===== src/rtl/demux1to2_stream.sv =====
// Registered 1-to-2 stream steering: each input word is routed by in_switch
// into one of two independent output FIFOs, each with its own routed-word counter.
module demux1to2_stream #(
   parameter int SIZE  = 16,
   parameter int DEPTH = 2,
   parameter int CNT_W = 8
) (
   input  logic             clk,
   input  logic             rst,
   input  logic [SIZE-1:0]  in_data,
   input  logic             in_switch,
   input  logic             in_valid,
   output logic             in_ready,
   output logic [SIZE-1:0]  out1_data,
   output logic             out1_valid,
   input  logic             out1_ready,
   output logic [SIZE-1:0]  out2_data,
   output logic             out2_valid,
   input  logic             out2_ready,
   output logic [CNT_W-1:0] cnt1,
   output logic [CNT_W-1:0] cnt2
);

   localparam int PTR_W = $clog2(DEPTH);
   localparam int OCC_W = PTR_W + 1;

   logic [1:0]       full;
   logic [1:0]       vld;
   logic [1:0]       cons_ready;
   logic [SIZE-1:0]  head_all [2];
   logic [CNT_W-1:0] cnt_all  [2];

   // No full-bypass: a pop in the same cycle does not free a slot for the push.
   assign in_ready   = in_switch ? !full[1] : !full[0];
   assign cons_ready = {out2_ready, out1_ready};

   for (genvar p = 0; p < 2; p++) begin : g_port
      logic [SIZE-1:0]  mem [DEPTH];
      logic [PTR_W-1:0] wr_ptr;
      logic [PTR_W-1:0] rd_ptr;
      logic [PTR_W-1:0] rd_nxt;
      logic [OCC_W-1:0] occ;
      logic [OCC_W-1:0] occ_nxt;
      logic [SIZE-1:0]  head;
      logic [CNT_W-1:0] cnt;
      logic             push;
      logic             pop;

      assign full[p]     = (occ == OCC_W'(DEPTH));
      assign vld[p]      = (occ != '0);
      assign head_all[p] = head;
      assign cnt_all[p]  = cnt;
      assign push        = in_valid && in_ready && (in_switch == 1'(p));
      assign pop         = vld[p] && cons_ready[p];
      assign rd_nxt      = pop ? rd_ptr + PTR_W'(1) : rd_ptr;
      assign occ_nxt     = occ + OCC_W'(push) - OCC_W'(pop);

      always_ff @(posedge clk) begin
         if (rst) begin
            wr_ptr <= '0;
            rd_ptr <= '0;
            occ    <= '0;
            head   <= '0;
            cnt    <= '0;
         end else begin
            if (push) begin
               mem[wr_ptr] <= in_data;
               wr_ptr      <= wr_ptr + PTR_W'(1);
               cnt         <= cnt + CNT_W'(1);
            end
            rd_ptr <= rd_nxt;
            occ    <= occ_nxt;
            // Head register tracks the next head; it holds its value once the FIFO drains.
            if (occ_nxt != '0)
               head <= (push && (wr_ptr == rd_nxt)) ? in_data : mem[rd_nxt];
         end
      end
   end

   assign out1_data  = head_all[0];
   assign out2_data  = head_all[1];
   assign out1_valid = vld[0];
   assign out2_valid = vld[1];
   assign cnt1       = cnt_all[0];
   assign cnt2       = cnt_all[1];

endmodule


===== config.mk =====
export PLATFORM = sky130hd
export DESIGN_NAME = demux1to2_stream
export DESIGN_NICKNAME = d
export VERILOG_FILES = /design/src/rtl/demux1to2_stream.sv
export SDC_FILE = /design/constraint.sdc
export NUM_CORES = 1
export LEC_CHECK = 0
export ABC_AREA = 1
export ABC_CLOCK_PERIOD_IN_PS = 2800
export CORE_MARGIN = 3
export CORE_UTILIZATION = 40
export DETAILED_ROUTE_END_ITERATION = 7
export MAX_ROUTING_LAYER = met4
export PLACE_DENSITY = 0.7
export SKIP_LAST_GASP = 1
export SLEW_MARGIN = 0
export SYNTH_ARGS = -nofsm -noshare
export SYNTH_HDL_FRONTEND = slang
export SYNTH_SLANG_ARGS = --single-unit

===== constraint.sdc =====
create_clock -name clk -period 2.8 [get_ports clk]
set_input_delay 0.84 -clock clk [delete_from_list [all_inputs] [get_ports clk]]
set_output_delay 0.84 -clock clk [all_outputs]
set_load 0.01 [all_outputs]

==> impl_results.html, run 1 <==
<table>
<tr><th>Metric</th><th>Value</th></tr>
<tr><th colspan="2">Floorplan</th></tr>
<tr><td>Placeable core region</td><td>12800 um^2</td></tr>
<tr><td>Top-Level Pins</td><td>73</td></tr>
<tr><td>Die area</td><td>14800 um^2</td></tr>
<tr><td>Initial cell density of the core</td><td>41.6%</td></tr>
<tr><td>Cell row count</td><td>41</td></tr>
<tr><td>Floorplan die width</td><td>122 um</td></tr>
<tr><td>Floorplan die height</td><td>122 um</td></tr>
<tr><th colspan="2">Synthesis</th></tr>
<tr><td>Instance count of the mapped netlist</td><td>593</td></tr>
<tr><td>Portion of the post-synthesis area used by sequential elements</td><td>57.0%</td></tr>
<tr><td>Number of synthesized flops with an enable pin</td><td>64</td></tr>
<tr><td>Mapped Avg Cell Area</td><td>9.00 um^2</td></tr>
<tr><td>Fraction of synthesis flops using an asynchronous set or reset pin</td><td>0%</td></tr>
<tr><td>Netlist area before placement</td><td>5340 um^2</td></tr>
<tr><td>Number of distinct library cells after synthesis</td><td>33</td></tr>
<tr><td>Top cells by area in the synthesized netlist</td><td>sky130_fd_sc_hd__edfxtp_1 (36%), sky130_fd_sc_hd__dfxtp_1 (21%), sky130_fd_sc_hd__nand2_1 (10%), sky130_fd_sc_hd__nand3_1 (9.0%), sky130_fd_sc_hd__inv_1 (5.3%)</td></tr>
<tr><td>Warning count from the yosys run</td><td>0</td></tr>
<tr><td>Leading area contributor after synthesis</td><td>sky130_fd_sc_hd__edfxtp_1</td></tr>
<tr><td>Flip-flop and latch count after synthesis</td><td>120</td></tr>
<tr><td>Most used DFF post-synth</td><td>sky130_fd_sc_hd__edfxtp_1</td></tr>
<tr><td>Most common library cells after synthesis</td><td>sky130_fd_sc_hd__nand2_1 (147), sky130_fd_sc_hd__nand3_1 (96), sky130_fd_sc_hd__inv_1 (76)</td></tr>
<tr><td>Top cell type's share of synthesized area</td><td>36.0%</td></tr>
<tr><td>Cell with the most instances after synthesis</td><td>sky130_fd_sc_hd__nand2_1</td></tr>
<tr><td>Synth Net Count</td><td>621</td></tr>
<tr><th colspan="2">Critical path</th></tr>
<tr><td>CP endpoint kind</td><td>register</td></tr>
<tr><td>Cell breakdown of the critical path</td><td>clkdlybuf4s50_1 &gt; o21ai_2 &gt; inv_1 &gt; ha_1 &gt; inv_1 &gt; ha_1 &gt; xnor2_2 &gt; xor2_1 &gt; nand2_2 &gt; buf_6 &gt; or2_1 &gt; nand3_1 &gt; inv_1</td></tr>
<tr><td>Biggest fanout along the worst timing path</td><td>7</td></tr>
<tr><td>Slowest library cell on the worst path</td><td>sky130_fd_sc_hd__clkdlybuf4s50_1</td></tr>
<tr><td>Most used cell, CP</td><td>sky130_fd_sc_hd__inv_1</td></tr>
<tr><td>Critical Path Max Stage Delay</td><td>0.46 ns</td></tr>
<tr><td>Startpoint kind of the worst setup timing path</td><td>input pin</td></tr>
<tr><td>Crit path kind</td><td>input pin to register</td></tr>
<tr><td>Critical Path RT</td><td>3.11 ns</td></tr>
<tr><td>CP Data Arrival Time</td><td>2.97 ns</td></tr>
<tr><th colspan="2">Route</th></tr>
<tr><td>DRC violations left</td><td>0</td></tr>
<tr><td>Final routed wire length divided by cell count</td><td>14.3 um</td></tr>
<tr><td>Starting DRT DRC Count</td><td>338</td></tr>
<tr><td>Via density</td><td>4.93</td></tr>
<tr><td>Drt first pass iters</td><td>5</td></tr>
<tr><td>Final wirelength</td><td>12.5 mm</td></tr>
<tr><td>Antenna violation net count after detailed routing</td><td>0</td></tr>
<tr><td>Total via count in the routed design</td><td>4304</td></tr>
<tr><th colspan="2">STA</th></tr>
<tr><td>Setup violations, final</td><td>0</td></tr>
<tr><td>Final worst-path cycle share</td><td>94.9%</td></tr>
<tr><td>Final hold slack</td><td>0.465 ns</td></tr>
<tr><td>Worst Max-Slew Pin Slew</td><td>0.426 ns</td></tr>
<tr><td>Worst setup skew after layout</td><td>0.00932 ns</td></tr>
<tr><td>Total count of max-transition violations in the final report</td><td>0</td></tr>
<tr><td>Max_slew headroom</td><td>71.5%</td></tr>
<tr><td>Max Freq</td><td>376 MHz</td></tr>
<tr><td>Setup ws final</td><td>0.144 ns</td></tr>
<tr><td>Final-layout setup total negative slack</td><td>0 ns</td></tr>
<tr><td>Count of final hold-check violations</td><td>0</td></tr>
<tr><td>Setup repair after global routing missed its margin</td><td>no</td></tr>
<tr><td>Crit path time final</td><td>2.66 ns</td></tr>
<tr><th colspan="2">GRT</th></tr>
<tr><td>Residual overflow from global routing</td><td>0</td></tr>
<tr><td>Maximum number of pins on one net before global-route repair</td><td>20</td></tr>
<tr><td>Tot GR Track Use</td><td>18.3%</td></tr>
<tr><td>Number of global-route vias before repair</td><td>4235</td></tr>
<tr><td>Wire length of the first global-routing pass</td><td>20.4 mm</td></tr>
<tr><td>Number of antenna violations at the first check in global routing</td><td>0</td></tr>
<tr><th colspan="2">Layout</th></tr>
<tr><td>Util after Layout</td><td>54.2%</td></tr>
<tr><td>Final Instance Count excl. Fillers</td><td>873</td></tr>
<tr><td>Area occupied by multi-input gates</td><td>1880 um^2</td></tr>
<tr><td>Register area</td><td>3040 um^2</td></tr>
<tr><td>Layout overhead on the synthesized area</td><td>30.3%</td></tr>
<tr><td>Final #Nets</td><td>716</td></tr>
<tr><td>Filler cell count in the final layout</td><td>1118</td></tr>
<tr><td>Antenna diode instance count</td><td>0</td></tr>
<tr><td>Share of final-layout standard cells stronger than drive strength 1</td><td>13.0%</td></tr>
<tr><th colspan="2">Power and ir drop</th></tr>
<tr><td>Internal Pwr Total</td><td>4620 uW</td></tr>
<tr><td>Portion of total power attributed to the clock network</td><td>27.4%</td></tr>
<tr><td>Power per Cell Area</td><td>1050 nW/um^2</td></tr>
<tr><td>Power dissipated by switching net loads</td><td>2650 uW</td></tr>
<tr><td>Gate power share</td><td>41.3%</td></tr>
<tr><td>Seq pwr share</td><td>31.3%</td></tr>
<tr><td>VDD IR-drop max</td><td>0.533 mV</td></tr>
<tr><td>Switching Share</td><td>36.5%</td></tr>
<tr><td>LEAKAGE</td><td>0.00304 uW</td></tr>
<tr><th colspan="2">Clock tree</th></tr>
<tr><td>Clock Sink Count</td><td>120</td></tr>
<tr><td>Clock tree from TritonCTS</td><td>yes</td></tr>
<tr><td>Clock-pin slew on the worst setup and hold paths</td><td>0.05 ns</td></tr>
<tr><td>H-tree level count</td><td>4</td></tr>
<tr><td>Total CTS buffers</td><td>17</td></tr>
<tr><td>Clk root buf</td><td>sky130_fd_sc_hd__clkbuf_16</td></tr>
<tr><td>Clock Latency Late Sink</td><td>0.41 ns</td></tr>
<tr><td>Largest buffer count on any clock path</td><td>2</td></tr>
<tr><th colspan="2">Outcome</th></tr>
<tr><td>Result of the run</td><td>complete, no violations</td></tr>
<tr><th colspan="2">Placed design</th></tr>
<tr><td>Number of placed instances with taps included</td><td>841</td></tr>
<tr><td>Detailed-placement wirelength estimate</td><td>8.50 mm</td></tr>
<tr><td>Number of port buffers</td><td>72</td></tr>
<tr><td>Setup slack at placement</td><td>-0.382 ns</td></tr>
<tr><td>Routability Congestion</td><td>0.862</td></tr>
<tr><th colspan="2">Hold path</th></tr>
<tr><td>Class of the tightest hold or removal check</td><td>register to register</td></tr>
<tr><th colspan="2">Flow run</th></tr>
<tr><td>Max capacitance violation total</td><td>0</td></tr>
</table>
path summary, 6_finish.rpt:
kind	start	to	slack (ns)	depth (start not counted)
max	out1_ready	out1_data[2]$_SDFFE_PP0P_	0.14	13
min	cnt2[7]$_SDFFE_PP0P_	cnt2[7]$_SDFFE_PP0P_	0.46	2
max reg2reg	g_port[0].occ[0]$_SDFF_PP0_	out1_data[2]$_SDFFE_PP0P_	0.58	11
min reg2reg	cnt2[7]$_SDFFE_PP0P_	cnt2[7]$_SDFFE_PP0P_	0.46	2
layer usage:
metal	vias up	part of all wire [%]	global-route usage [%]
li1	2122	-	-
met1	2039	41	21.8
met2	122	52	30.7
met3	21	5.6	3.85
met4	0	1.4	6.51
met5	-	0	-
power by group through the flow:
| stage | sequential [uW] | combinational [uW] | clock (uW) |
|---|---|---|---|
| after CTS | 2280 | 2960 | 2020 |
| after detailed placement | 2320 | 2930 | 0 |
| final | 2280 | 3000 | 1990 |
| after global routing | 2310 | 3390 | 2110 |
| after floorplan | 2370 | 1770 | 0 |
| after global placement | 2310 | 2840 | 0 |
placed cells by master (no fill, tap or decap), types with 3 or more instances in the layout:
master,instances
sky130_fd_sc_hd__nand2_1,146
sky130_fd_sc_hd__nand3_1,96
sky130_fd_sc_hd__inv_1,75
sky130_fd_sc_hd__clkdlybuf4s50_1,69
sky130_fd_sc_hd__edfxtp_1,64
sky130_fd_sc_hd__dfxtp_1,56
sky130_fd_sc_hd__nor2_1,23
sky130_fd_sc_hd__o21ai_0,23
sky130_fd_sc_hd__buf_4,23
sky130_fd_sc_hd__clkbuf_16,18
sky130_fd_sc_hd__a21oi_1,16
sky130_fd_sc_hd__nor3_1,8
sky130_fd_sc_hd__or2_1,8
sky130_fd_sc_hd__nand2_4,7
sky130_fd_sc_hd__xor2_1,6
sky130_fd_sc_hd__ha_1,6
sky130_fd_sc_hd__inv_2,5
sky130_fd_sc_hd__nand2_2,5
sky130_fd_sc_hd__nand3_2,4
sky130_fd_sc_hd__clkinv_4,4
sky130_fd_sc_hd__o21ai_1,3
sky130_fd_sc_hd__clkinv_2,3
sky130_fd_sc_hd__buf_6,3
logic make-up after synthesis:
group | count (synthesis) | synth area share, %
fa+ha+maj | 6 | 1.41
xor+xnor | 8 | 1.31
compound gates | 45 | 4.48
buf+inv | 104 | 8.25
simple gates | 310 | 27.6
flops | 120 | 57.0
worst max-delay path, delay by kind of cell:
kind	cells	cell delay (ns)
AOI/OAI and AO/OA	1	0.09
adders and majority gates	2	0.47
and+or+nand+nor	3	0.44
xor gates and xnor gates	2	0.37
buffers and inverters	5	0.75
state kept, by name (all words and copies together) (netlist names):
register       flops
cnt1               8
cnt2               8
g_port.mem        64
g_port.occ         4
g_port.rd_ptr      2
g_port.wr_ptr      2
out1_data         16
out2_data         16
metrics by stage:
| step | cell area, um^2 | total power, uW |
|---|---|---|
| after floorplan | 5340 | 4140 |
| after global placement | 6370 | 5150 |
| after detailed placement | 6370 | 5250 |
| after CTS | 6920 | 7270 |
| after global routing | 6960 | 7800 |
| final | 6960 | 7270 |
timing repair:
action,in CTS,in global routing
resized for setup,1,12
buffers inserted,0,0
setup endpoints to repair,1,33
hold buffers,0,0
pin swaps,0,3
hold endpoints to repair,0,0
cell type report:
type | instances | share of cell area, %
Clock inverter | 13 | 1.37
Tap cell | 172 | 3.09
Inverter | 80 | 4.32
Multi-Input combinational cell | 369 | 27.0
Sequential cell | 120 | 43.7
Timing Repair Buffer | 100 | 14.0
Clock buffer | 19 | 6.53
No activity file was read; power rests on OpenSTA's default activity.
==> run 2, diff against run 1 <==
--- a/config.mk
+++ b/config.mk
@@ -9,6 +9,7 @@
 export ABC_CLOCK_PERIOD_IN_PS = 2800
 export CORE_MARGIN = 3
 export CORE_UTILIZATION = 40
+export CTS_CLUSTER_DIAMETER = 100
 export DETAILED_ROUTE_END_ITERATION = 7
 export MAX_ROUTING_LAYER = met4
 export PLACE_DENSITY = 0.7
==> results of run 2 <==
The final DEF is identical to that of run 1; final timing and power are the same.
==> run 3, diff against run 2 <==
--- a/config.mk
+++ b/config.mk
@@ -5,13 +5,11 @@
 export SDC_FILE = /design/constraint.sdc
 export NUM_CORES = 1
 export LEC_CHECK = 0
-export ABC_AREA = 1
 export ABC_CLOCK_PERIOD_IN_PS = 2800
 export CORE_MARGIN = 3
 export CORE_UTILIZATION = 40
 export CTS_CLUSTER_DIAMETER = 100
 export DETAILED_ROUTE_END_ITERATION = 7
-export MAX_ROUTING_LAYER = met4
 export PLACE_DENSITY = 0.7
 export SKIP_LAST_GASP = 1
 export SLEW_MARGIN = 0
==> impl_results.html, run 3 <==
<table>
<tr><th>Metric</th><th>Value</th></tr>
<tr><th colspan="2">Layout</th></tr>
<tr><td>Most used cells in the layout excluding fill and tap cells</td><td>sky130_fd_sc_hd__clkdlybuf4s50_1 (68), sky130_fd_sc_hd__edfxtp_1 (64), sky130_fd_sc_hd__dfxtp_1 (56)</td></tr>
<tr><td>Final #Nets</td><td>524</td></tr>
<tr><td>Layout overhead on the synthesized area</td><td>33.3%</td></tr>
<tr><td>Most common cell after layout, fill and taps aside</td><td>sky130_fd_sc_hd__clkdlybuf4s50_1</td></tr>
<tr><td>Share of final-layout standard cells stronger than drive strength 1</td><td>20.4%</td></tr>
<tr><td>Register with the most flip-flops</td><td>g_port.mem</td></tr>
<tr><td>Antenna diode instance count</td><td>0</td></tr>
<tr><td>Largest register FFs</td><td>64</td></tr>
<tr><th colspan="2">Power and ir drop</th></tr>
<tr><td>LEAKAGE</td><td>0.00256 uW</td></tr>
<tr><td>Internal Pwr Total</td><td>5020 uW</td></tr>
<tr><td>VDD IR-drop max</td><td>0.618 mV</td></tr>
<tr><td>Power per Cell Area</td><td>1090 nW/um^2</td></tr>
<tr><td>Portion of total power attributed to the clock network</td><td>29.7%</td></tr>
<tr><td>Switching Share</td><td>35.0%</td></tr>
<tr><td>Post-layout total power</td><td>7720 uW</td></tr>
<tr><td>Gate power share</td><td>40.8%</td></tr>
<tr><td>Seq pwr share</td><td>29.5%</td></tr>
<tr><td>Power dissipated by switching net loads</td><td>2700 uW</td></tr>
<tr><th colspan="2">Floorplan</th></tr>
<tr><td>Floorplan die height</td><td>121 um</td></tr>
<tr><td>Initial cell density of the core</td><td>41.5%</td></tr>
<tr><td>Cell row count</td><td>41</td></tr>
<tr><td>Floorplan die width</td><td>121 um</td></tr>
<tr><td>Die area</td><td>14700 um^2</td></tr>
<tr><td>Top-Level Pins</td><td>73</td></tr>
<tr><td>Placeable core region</td><td>12800 um^2</td></tr>
<tr><th colspan="2">Critical path</th></tr>
<tr><td>Critical Path RT</td><td>3.12 ns</td></tr>
<tr><td>CP endpoint kind</td><td>register</td></tr>
<tr><td>Cell breakdown of the critical path</td><td>clkdlybuf4s50_1 &gt; o21a_1 &gt; ha_1 &gt; inv_1 &gt; ha_1 &gt; xnor3_1 &gt; nand2b_1 &gt; nand2b_1 &gt; buf_12 &gt; o311ai_4</td></tr>
<tr><td>Reg-to-Reg Start</td><td>g_port[1].occ[1]$_SDFF_PP0_</td></tr>
<tr><td>Critical Path Max Stage Delay</td><td>0.46 ns</td></tr>
<tr><td>Source of the critical timing path</td><td>out2_ready</td></tr>
<tr><td>Crit path kind</td><td>input pin to register</td></tr>
<tr><td>Slowest library cell on the worst path</td><td>sky130_fd_sc_hd__clkdlybuf4s50_1</td></tr>
<tr><td>CP Data Arrival Time</td><td>2.82 ns</td></tr>
<tr><td>Startpoint kind of the worst setup timing path</td><td>input pin</td></tr>
<tr><td>Biggest fanout along the worst timing path</td><td>14</td></tr>
<tr><th colspan="2">STA</th></tr>
<tr><td>Crit path time final</td><td>2.51 ns</td></tr>
<tr><td>Final-layout setup total negative slack</td><td>0 ns</td></tr>
<tr><td>Max_slew headroom</td><td>40.4%</td></tr>
<tr><td>Count of final hold-check violations</td><td>0</td></tr>
<tr><td>Final worst-path cycle share</td><td>89.6%</td></tr>
<tr><td>Worst Max-Slew Pin Slew</td><td>0.894 ns</td></tr>
<tr><td>Total count of max-transition violations in the final report</td><td>0</td></tr>
<tr><td>Setup violations, final</td><td>0</td></tr>
<tr><td>Max Freq</td><td>399 MHz</td></tr>
<tr><td>Worst setup skew after layout</td><td>0.00715 ns</td></tr>
<tr><td>Setup repair after global routing missed its margin</td><td>no</td></tr>
<tr><td>Setup ws final</td><td>0.291 ns</td></tr>
<tr><td>Final hold slack</td><td>0.508 ns</td></tr>
<tr><th colspan="2">Clock tree</th></tr>
<tr><td>Total CTS buffers</td><td>17</td></tr>
<tr><td>Clock tree from TritonCTS</td><td>yes</td></tr>
<tr><td>Post-CTS Hold Fix Bufs</td><td>0</td></tr>
<tr><td>Largest buffer count on any clock path</td><td>2</td></tr>
<tr><td>Clk root buf</td><td>sky130_fd_sc_hd__clkbuf_16</td></tr>
<tr><td>Setup repair bufs after CTS</td><td>0</td></tr>
<tr><td>H-tree level count</td><td>4</td></tr>
<tr><td>Clock Sink Count</td><td>120</td></tr>
<tr><td>Clock-pin slew on the worst setup and hold paths</td><td>0.06 ns</td></tr>
<tr><td>Clock Latency Late Sink</td><td>0.42 ns</td></tr>
<tr><th colspan="2">Synthesis</th></tr>
<tr><td>Cell with the most instances after synthesis</td><td>sky130_fd_sc_hd__edfxtp_1</td></tr>
<tr><td>Number of synthesized flops with an enable pin</td><td>64</td></tr>
<tr><td>Instance count of the mapped netlist</td><td>403</td></tr>
<tr><td>Fraction of synthesis flops using an asynchronous set or reset pin</td><td>0%</td></tr>
<tr><td>Portion of the post-synthesis area used by sequential elements</td><td>57.4%</td></tr>
<tr><td>Leading area contributor after synthesis</td><td>sky130_fd_sc_hd__edfxtp_1</td></tr>
<tr><td>Most used DFF post-synth</td><td>sky130_fd_sc_hd__edfxtp_1</td></tr>
<tr><td>Flip-flop and latch count after synthesis</td><td>120</td></tr>
<tr><td>Number of distinct library cells after synthesis</td><td>43</td></tr>
<tr><td>Mapped Avg Cell Area</td><td>13.2 um^2</td></tr>
<tr><td>Most common library cells after synthesis</td><td>sky130_fd_sc_hd__edfxtp_1 (64), sky130_fd_sc_hd__dfxtp_1 (56), sky130_fd_sc_hd__nand4_1 (34)</td></tr>
<tr><td>Netlist area before placement</td><td>5300 um^2</td></tr>
<tr><td>Synth Net Count</td><td>431</td></tr>
<tr><td>Top cells by area in the synthesized netlist</td><td>sky130_fd_sc_hd__edfxtp_1 (36%), sky130_fd_sc_hd__dfxtp_1 (21%), sky130_fd_sc_hd__mux2i_1 (6.2%), sky130_fd_sc_hd__o311ai_2 (6.1%), sky130_fd_sc_hd__nand3b_1 (4.5%)</td></tr>
<tr><td>Top cell type's share of synthesized area</td><td>36.2%</td></tr>
<tr><td>Warning count from the yosys run</td><td>0</td></tr>
<tr><th colspan="2">Route</th></tr>
<tr><td>Drt first pass iters</td><td>5</td></tr>
<tr><td>Starting DRT DRC Count</td><td>234</td></tr>
<tr><td>Total via count in the routed design</td><td>3725</td></tr>
<tr><td>Via density</td><td>5.47</td></tr>
<tr><td>DRC violations left</td><td>0</td></tr>
<tr><td>Antenna violation net count after detailed routing</td><td>0</td></tr>
<tr><td>Final wirelength</td><td>12.8 mm</td></tr>
<tr><td>Final routed wire length divided by cell count</td><td>18.8 um</td></tr>
<tr><th colspan="2">Outcome</th></tr>
<tr><td>Result of the run</td><td>complete, no violations</td></tr>
<tr><th colspan="2">GRT</th></tr>
<tr><td>Tot GR Track Use</td><td>18.0%</td></tr>
<tr><td>Number of global-route vias before repair</td><td>3813</td></tr>
<tr><td>Number of antenna violations at the first check in global routing</td><td>0</td></tr>
<tr><td>Maximum number of pins on one net before global-route repair</td><td>36</td></tr>
<tr><td>Residual overflow from global routing</td><td>0</td></tr>
<tr><td>Wire length of the first global-routing pass</td><td>20.1 mm</td></tr>
<tr><th colspan="2">Placed design</th></tr>
<tr><td>Routability Congestion</td><td>0.763</td></tr>
<tr><td>Detailed-placement wirelength estimate</td><td>8.25 mm</td></tr>
<tr><td>Number of port buffers</td><td>72</td></tr>
<tr><td>Setup slack at placement</td><td>-0.451 ns</td></tr>
<tr><th colspan="2">Hold path</th></tr>
<tr><td>Class of the tightest hold or removal check</td><td>register to register</td></tr>
<tr><td>Min-delay src</td><td>out1_data[14]$_SDFFE_PP0P_</td></tr>
<tr><th colspan="2">Flow run</th></tr>
<tr><td>Max capacitance violation total</td><td>0</td></tr>
</table>
## run 3: cell count changes in the layout (fill, tap and decap cells not counted), sizes merged, moves of 13 or more
cell / change
o21ai: -22
inv: -75
o311ai: +32
nand3: -99
nand4: +33
xnor2: +13
mux2i: +33
nand3b: +32
nand2: -151
nor2b: +22
## run 3: critical path: cells and delay by family
family / cells / cell delay [ns]
buffers and inverters: 3 / 0.69
AO/OA/AOI/OAI: 2 / 0.42
adder cells (fa/ha/maj): 2 / 0.37
AND/OR/NAND/NOR: 2 / 0.25
XOR/XNOR: 1 / 0.24
## run 3: logic make-up (layout without fill, tap and decap cells)
logic type	after synthesis	after routing	synth area share, %
AO/OA/AOI/OAI	46	46	9.62
XOR/XNOR	20	20	4.84
adder cells (fa/ha/maj)	6	6	1.42
buffers and inverters	35	141	3.44
flip-flops	120	120	57.4
multiplexers	33	33	6.23
AND/OR/NAND/NOR	143	143	17.1
## run 3: layout make-up
class / count / area, um^2
multi-input combinational: 248 / 2120
sequential: 120 / 3040
clock inverter: 15 / 200
inverter: 6 / 22.5
fill: 1070 / 5710
timing repair buffer: 103 / 1040
clock buffer: 17 / 425
tap: 172 / 215
## run 3: repair_timing
item / 4_1_cts / 5_1_grt
pin swaps: 0 / 0
setup endpoints to repair: 5 / 31
resized for setup: 5 / 11
## run 3: power by group through the flow
stage / clock network, uW / registers [uW] / logic, uW
global placement: 0 / 2300 / 2970
floorplan: 0 / 2330 / 1850
global route: 2400 / 2310 / 3340
detailed placement: 0 / 2310 / 3050
CTS: 2310 / 2280 / 3090
finish: 2290 / 2280 / 3150
## run 3: layer usage
metal / global-route usage, % / wire [um]
met1: 22.4 / 5310
met4: 6.30 / 184
met5: 0 / 0
met3: 4.38 / 789
met2: 30.5 / 6530
## run 3: per-stage QoR
stage	utilization (%)	std cells	instance area (um^2)
2_1_floorplan	-	403	5330
3_3_place_gp	50.2	649	6410
3_5_place_dp	50.2	649	6410
4_1_cts	55.1	681	7040
5_1_grt	55.3	681	7070
6_report	55.3	681	7070
## run 3: worst paths after layout
| path | end | slack (ns) | depth (start not counted) |
|---|---|---|---|
| setup / recovery | out2_data[1]$_SDFFE_PP0P_ | 0.29 | 10 |
| hold / removal | out1_data[14]$_SDFFE_PP0P_ | 0.51 | 2 |
| setup reg to reg | out2_data[1]$_SDFFE_PP0P_ | 0.40 | 11 |
| hold reg to reg | out1_data[14]$_SDFFE_PP0P_ | 0.51 | 2 |
